## src/rtl/cpu_sequencer.sv

```systemverilog
// Instruction-cycle sequencer: owns the microcode cycle counter, gates the datapath
// via cpu_en, and adds run/pause/step debug control, a PC breakpoint and a watchdog.
module cpu_sequencer #(
    parameter logic [3:0]  STATE_NEXT = 4'h2,
    parameter logic [3:0]  STATE_HALT = 4'h1,
    parameter int unsigned MAX_CYCLES = 7,
    parameter int unsigned CNT_W      = 16
) (
    input  logic             clk,
    input  logic             reset,
    input  logic [3:0]       state,
    input  logic [7:0]       pc,
    input  logic             run_en,
    input  logic             step_req,
    input  logic             bp_en,
    input  logic [7:0]       bp_addr,
    output logic [3:0]       cycle,
    output logic             cpu_en,
    output logic             paused,
    output logic             halted,
    output logic             fault,
    output logic [CNT_W-1:0] instr_count
);

    localparam int unsigned CYC_W = 4;
    localparam logic [CYC_W-1:0] LAST_CYCLE = CYC_W'(MAX_CYCLES - 1);

    typedef enum logic [2:0] {
        S_PAUSE = 3'd0,
        S_RUN   = 3'd1,
        S_STEP  = 3'd2,
        S_HALT  = 3'd3,
        S_FAULT = 3'd4
    } seq_state_e;

    seq_state_e fsm;
    seq_state_e fsm_nxt;
    logic       bp_armed;
    logic       bp_hit;
    logic       retire;
    logic       halt_hit;
    logic       fault_hit;

    // State register
    always_ff @(posedge clk) begin
        if (reset) begin
            fsm <= S_PAUSE;
        end else begin
            fsm <= fsm_nxt;
        end
    end

    // Next-state: halt > watchdog > breakpoint > retire > run_en/step
    always_comb begin
        fsm_nxt = fsm;
        case (fsm)
            S_PAUSE: begin
                if (run_en) begin
                    fsm_nxt = S_RUN;
                end else if (step_req) begin
                    fsm_nxt = S_STEP;
                end
            end
            S_RUN: begin
                if (halt_hit) begin
                    fsm_nxt = S_HALT;
                end else if (fault_hit) begin
                    fsm_nxt = S_FAULT;
                end else if (bp_hit) begin
                    fsm_nxt = S_PAUSE;
                end else if (retire && !run_en) begin
                    fsm_nxt = S_PAUSE;
                end
            end
            S_STEP: begin
                if (halt_hit) begin
                    fsm_nxt = S_HALT;
                end else if (fault_hit) begin
                    fsm_nxt = S_FAULT;
                end else if (retire) begin
                    fsm_nxt = S_PAUSE;
                end
            end
            S_HALT:  fsm_nxt = S_HALT;
            S_FAULT: fsm_nxt = S_FAULT;
            default: fsm_nxt = S_PAUSE;
        endcase
    end

    // Outputs and event decode from the registered state
    always_comb begin
        bp_hit    = 1'b0;
        cpu_en    = 1'b0;
        retire    = 1'b0;
        halt_hit  = 1'b0;
        fault_hit = 1'b0;
        paused    = (fsm == S_PAUSE);
        halted    = (fsm == S_HALT);
        fault     = (fsm == S_FAULT);

        bp_hit    = (fsm == S_RUN) && bp_en && bp_armed &&
                    (cycle == '0) && (pc == bp_addr);
        cpu_en    = ((fsm == S_RUN) || (fsm == S_STEP)) && !bp_hit;
        retire    = cpu_en && (state == STATE_NEXT);
        halt_hit  = cpu_en && (state == STATE_HALT);
        fault_hit = cpu_en && (cycle == LAST_CYCLE) &&
                    (state != STATE_NEXT) && (state != STATE_HALT);
    end

    // Cycle counter, retired count and breakpoint arming; cycle freezes on halt/fault entry
    always_ff @(posedge clk) begin
        if (reset) begin
            cycle       <= '0;
            instr_count <= '0;
            bp_armed    <= 1'b1;
        end else begin
            if (retire) begin
                cycle       <= '0;
                instr_count <= instr_count + CNT_W'(1);
                bp_armed    <= 1'b1;
            end else if (cpu_en && !halt_hit && !fault_hit) begin
                cycle <= cycle + CYC_W'(1);
            end
            if (bp_hit) begin
                bp_armed <= 1'b0;
            end
        end
    end

endmodule

```

## config.mk

```make
export PLATFORM = sky130hd
export DESIGN_NAME = cpu_sequencer
export DESIGN_NICKNAME = d
export VERILOG_FILES = /design/src/rtl/cpu_sequencer.sv
export SDC_FILE = /design/constraint.sdc
export NUM_CORES = 1
export LEC_CHECK = 0
export CORE_ASPECT_RATIO = 1.5
export CORE_MARGIN = 2
export CORE_UTILIZATION = 40
export DETAILED_ROUTE_END_ITERATION = 8
export MAX_ROUTING_LAYER = met4
export PLACE_DENSITY = 0.72
export SYNTH_ARGS = -nofsm -noshare
export SYNTH_HDL_FRONTEND = slang
export SYNTH_SLANG_ARGS = --single-unit
```

## constraint.sdc

```tcl
create_clock -name clk -period 6.85 [get_ports clk]
set_clock_uncertainty 0.2 [all_clocks]
set_input_delay 1.37 -clock clk [delete_from_list [all_inputs] [get_ports clk]]
set_output_delay 1.37 -clock clk [all_outputs]
set_load 0.01 [all_outputs]
```

[Word level (Yosys, flattened, before mapping)]
Index checks and enable logic that the tools add are counted.
Word-level totals
  flip-flop bits (word level): 24
  output and inout port bits: 24
  logic and storage cells: 54
Cells by class
  equality and inequality tests: 13
  $add $sub $neg: 2
  muxes and demuxes: 12
  reductions and logical operators: 23
Operator list (number)
  3-bit 2-to-1 mux: 9
  16-bit by 1-bit adder with 16-bit output, second input constant: 1
  3-bit case mux with 5 select lines: 1
  1-bit logical AND: 13
  8-bit == test: 1
  3-bit by 2-bit == test with 1-bit output, second input constant: 2
  5-bit inequality test, second input constant: 1
  4-bit by 1-bit adder with 4-bit output, second input constant: 1
  4-bit by 1-bit == test with 1-bit output, second input constant: 1
  4-bit by 2-bit == test with 1-bit output, second input constant: 1
  4-bit by 3-bit == test with 1-bit output, second input constant: 1
  1-bit logical NOT: 4
  4-bit logical NOT: 1
  4-bit by 1-bit inequality test with 1-bit output, second input constant: 1
  4-bit by 2-bit inequality test with 1-bit output, second input constant: 1
  4-bit inequality test, second input constant: 1
  3-bit by 1-bit == test with 1-bit output, second input constant: 1
  3-bit == test, second input constant: 1
  3-bit logical NOT: 1
  3-bit inequality test, second input constant: 1
  3-bit AND reduction: 1
  1-bit 2-to-1 mux: 2
  2-bit nonzero test: 1
  2-bit OR reduction: 1
  1-bit logical OR: 1

[Longest topological paths before layout]
  depth in word-level cells: 14
  mapped depth: 9

[Worst setup path before layout]
No wires, ideal clock.
  kind: in2out
  start: input port bp_addr[0]
  end: output port cpu_en
  required time: 5.280 ns
  setup slack: 2.872 ns
  data arrival time: 2.408 ns
  stages on the path: 6
  cells stage by stage: xor2_1 nor4_1 and4_1 buf_2 buf_2 nor2_1
On the way
  cells in the longest elaborated chain, start to end: 4
Ends and longest elaborated chain
  from (decl): RTL line 16  | input logic [7:0] bp_addr,
  8-bit == test: RTL line 102  | (cycle == '0) && (pc == bp_addr);
  1-bit logical AND: RTL line 102
  1-bit logical NOT: RTL line 103  | cpu_en = ((fsm == S_RUN) || (fsm == S_STEP)) && !bp_hit;
  1-bit logical AND: RTL line 103
  to (decl): RTL line 18  | output logic cpu_en,
No other way between the ends.

[Worst setup path in the final report]
Ends and elaborated chain as after synthesis.

==> results.cfg <==
[timing]
final.period_utilization = 0.764
rsz0062_at_grt = false
max_freq_mhz = 191
tns_ns = 0
finalHoldViolCount = 0
period_needed_ns = 5.23
worst_pin_slew_ns = 1.16
relSlewSlack = 0.222
maxSlewViolCount = 0
finalSetupViolCount = 0

[clock_tree]
clkTransAtPathRegs_ns = 0.08
clock-root-buffer = clkbuf_8
clock_path_buffers = 2
clock_latency_ns = 0.26
cts_resized = 0
cts_setup_buffers = 0
cts_sinks = 24
h-tree-depth = 1
cts_buffers = 3
cts_tree = done
hold_buffers = 0

[yosys]
postSynthAreaPerCell_sq_um = 8.18
synth-seq-cells = 24
synth_top_cell_area_share = 0.311
async_flop_share = 0
synth_enable_flop_cells = 0
synthCells = 189
synth_flop_cell = dfxtp_1
yosysTopAreaCell = dfxtp_1
synth_seq_area_share = 0.311
synth.area.top_cells = dfxtp_1 (31%), nand4_1 (4.9%), nor2_1 (4.4%), nor2b_1 (4.0%), xor2_1 (4.0%)
ys_types = 47
yosys_warnings = 0
syn_nets = 218
synth_area_sq_mm = 0.00155

[power_and_ir_drop]
p_per_area_mw_per_mm2 = 202
p_seq_frac = 0.399
power_frac_comb = 0.375
peakVddDrop_v = 0.000108
total_power_mw = 0.425
leakage_nw = 0.742
power_frac_clock = 0.225
p_sw_mw = 0.144
swShare = 0.340
intPower_mw = 0.280

[worst_hold_path]
worstHoldPathCells = 1
min_from = bp_armed$_SDFFE_PP1P_
min_path_type = flop to flop

[floorplan]
dieArea_sq_mm = 0.00439
core_area_sq_mm = 0.00368
pin_count = 49
die_x_um = 54.8
initial_utilization = 0.420
dieHeight_um = 80.1
rows = 27

[setup_path]
cp_slowest_stage_delay_ns = 0.73
worstPathArrival_ns = 3.66
crit_top_cell = clkdlybuf4s50_1
worstSetupEndpointType = output pin
required_ns = 5.28
critPathTopFamily = simple AND/OR/NAND/NOR gates
cp_slowest_cell = and4_1
critPathLaunch = bp_addr[0]
critPathLaunchType = input pin
regToRegStartpoint = cycle[0]$_SDFFE_PP0P_
crit_buf_inv = 2
path_depth = 6
crit_fanout = 26
critical_path_class = input pin to output pin
cp_cell_sequence = clkdlybuf4s50_1 > xor2_1 > nor4_1 > and4_1 > nor2_1 > clkdlybuf4s50_1
reg2reg_depth = 7

[cells_and_area]
diodes = 0
final_common_cell = clkdlybuf4s50_1
syn2layout_area_growth_pct = 36.3
nets = 263
drive_gt1_frac = 0.0815
final_cells = 276
final_cell_mix = clkdlybuf4s50_1 (48), dfxtp_1 (24), nor2_1 (18)
final_area_sq_mm = 0.00211

[grt]
grt.overflow.total = 0
grt_max_degree = 37
antenna_found_initial = 0
grt_pass1_wl_um = 6070
grt_pass1_vias = 1448
grt_usage = 0.184

[detailed_routing]
firstDrtPassIters = 4
final_antenna_net_count = 0
wl_per_cell_um = 13.0
drt_iter0_drc = 56
drc = 0
vias_per_cell = 5.73
routed_wl_um = 3590
vias = 1581

[place]
placed_cells = 272
dpl_cell_area_sq_mm = 0.00205
dp_hpwl_um = 2640
io_buffers = 48
place_congestion = 0.825

[job]
drv_cap = 0

[run_status]
status = finished, final reports clean
## worst reg2reg max path: stages, from the launching register on
cell and delay (ns):
dfxtp_1 0.46, inv_1 0.11, ha_1 0.21, nand4b_1 0.11
nor2_1 0.07, and4_1 0.42, or4_1 0.60, a21oi_1 0.19
## final timing paths
path                                  to  slack [ns]
max                               cpu_en        1.62
min                bp_armed$_SDFFE_PP1P_        0.27
min reg2reg        bp_armed$_SDFFE_PP1P_        0.27
max reg2reg  instr_count[4]$_SDFFE_PP0P_        4.39
## routing by layer
layer,global-route usage,wire length [um],up-vias
li1,-,-,796
met1,0.209,1520,733
met2,0.312,1880,46
met4,0.0825,65,0
met5,-,0,-
met3,0.0186,127,6
## kinds of logic (layout without fill, tap and decap cells)
| kind of cell | count (synthesis) | after routing | synth area share |
|---|---|---|---|
| and+or+nand+nor | 99 | 99 | 0.375 |
| DFF | 24 | 24 | 0.311 |
| xor gates and xnor gates | 10 | 10 | 0.0567 |
| AOI/OAI and AO/OA | 36 | 36 | 0.165 |
| muxes | 4 | 4 | 0.0291 |
| buffers and inverters | 12 | 56 | 0.0308 |
| adders and majority gates | 4 | 4 | 0.0324 |
## cells in the mapped netlist (all sizes together) (4+ instances only)
library cell	number
a21oi	8
nor2b	10
nand2b	4
dfxtp	24
xor2	7
o21ai	8
clkbuf	7
nand4	12
ha	4
nor3	8
nor4	4
mux2	4
nor2	18
nand2	15
nand3	5
or4	7
## state kept, by name, summed over array words and instances (netlist names)
name	cells
instr_count	16
cycle	4
bp_armed	1
fsm	3
## stage by stage
step | util | hold slack [ns] | setup slack, ns
global route | 0.572 | 0.296 | 1.35
CTS | 0.572 | 0.274 | 1.60
floorplan | - | 0.236 | 2.87
detailed placement | 0.557 | 0.255 | 1.60
finish | 0.572 | 0.273 | 1.62
global placement | 0.557 | 0.249 | 1.63
## power groups by stage
stage	clock (mW)	sequential, mW	combinational (mW)
CTS	0.0968	0.169	0.160
global route	0.102	0.173	0.177
finish	0.0957	0.170	0.159
detailed placement	0	0.172	0.160
floorplan	0	0.171	0.0947
global placement	0	0.172	0.158
## layout make-up
class                      instances  area (sq um)
fill                             357          1580
multi-input combinational        153          1020
timing repair buffer              49           488
inverter                           3          11.3
sequential                        24           480
clock buffer                       4          55.1
tap                               43          53.8
Note: power is estimated with default switching activity, not from simulation.
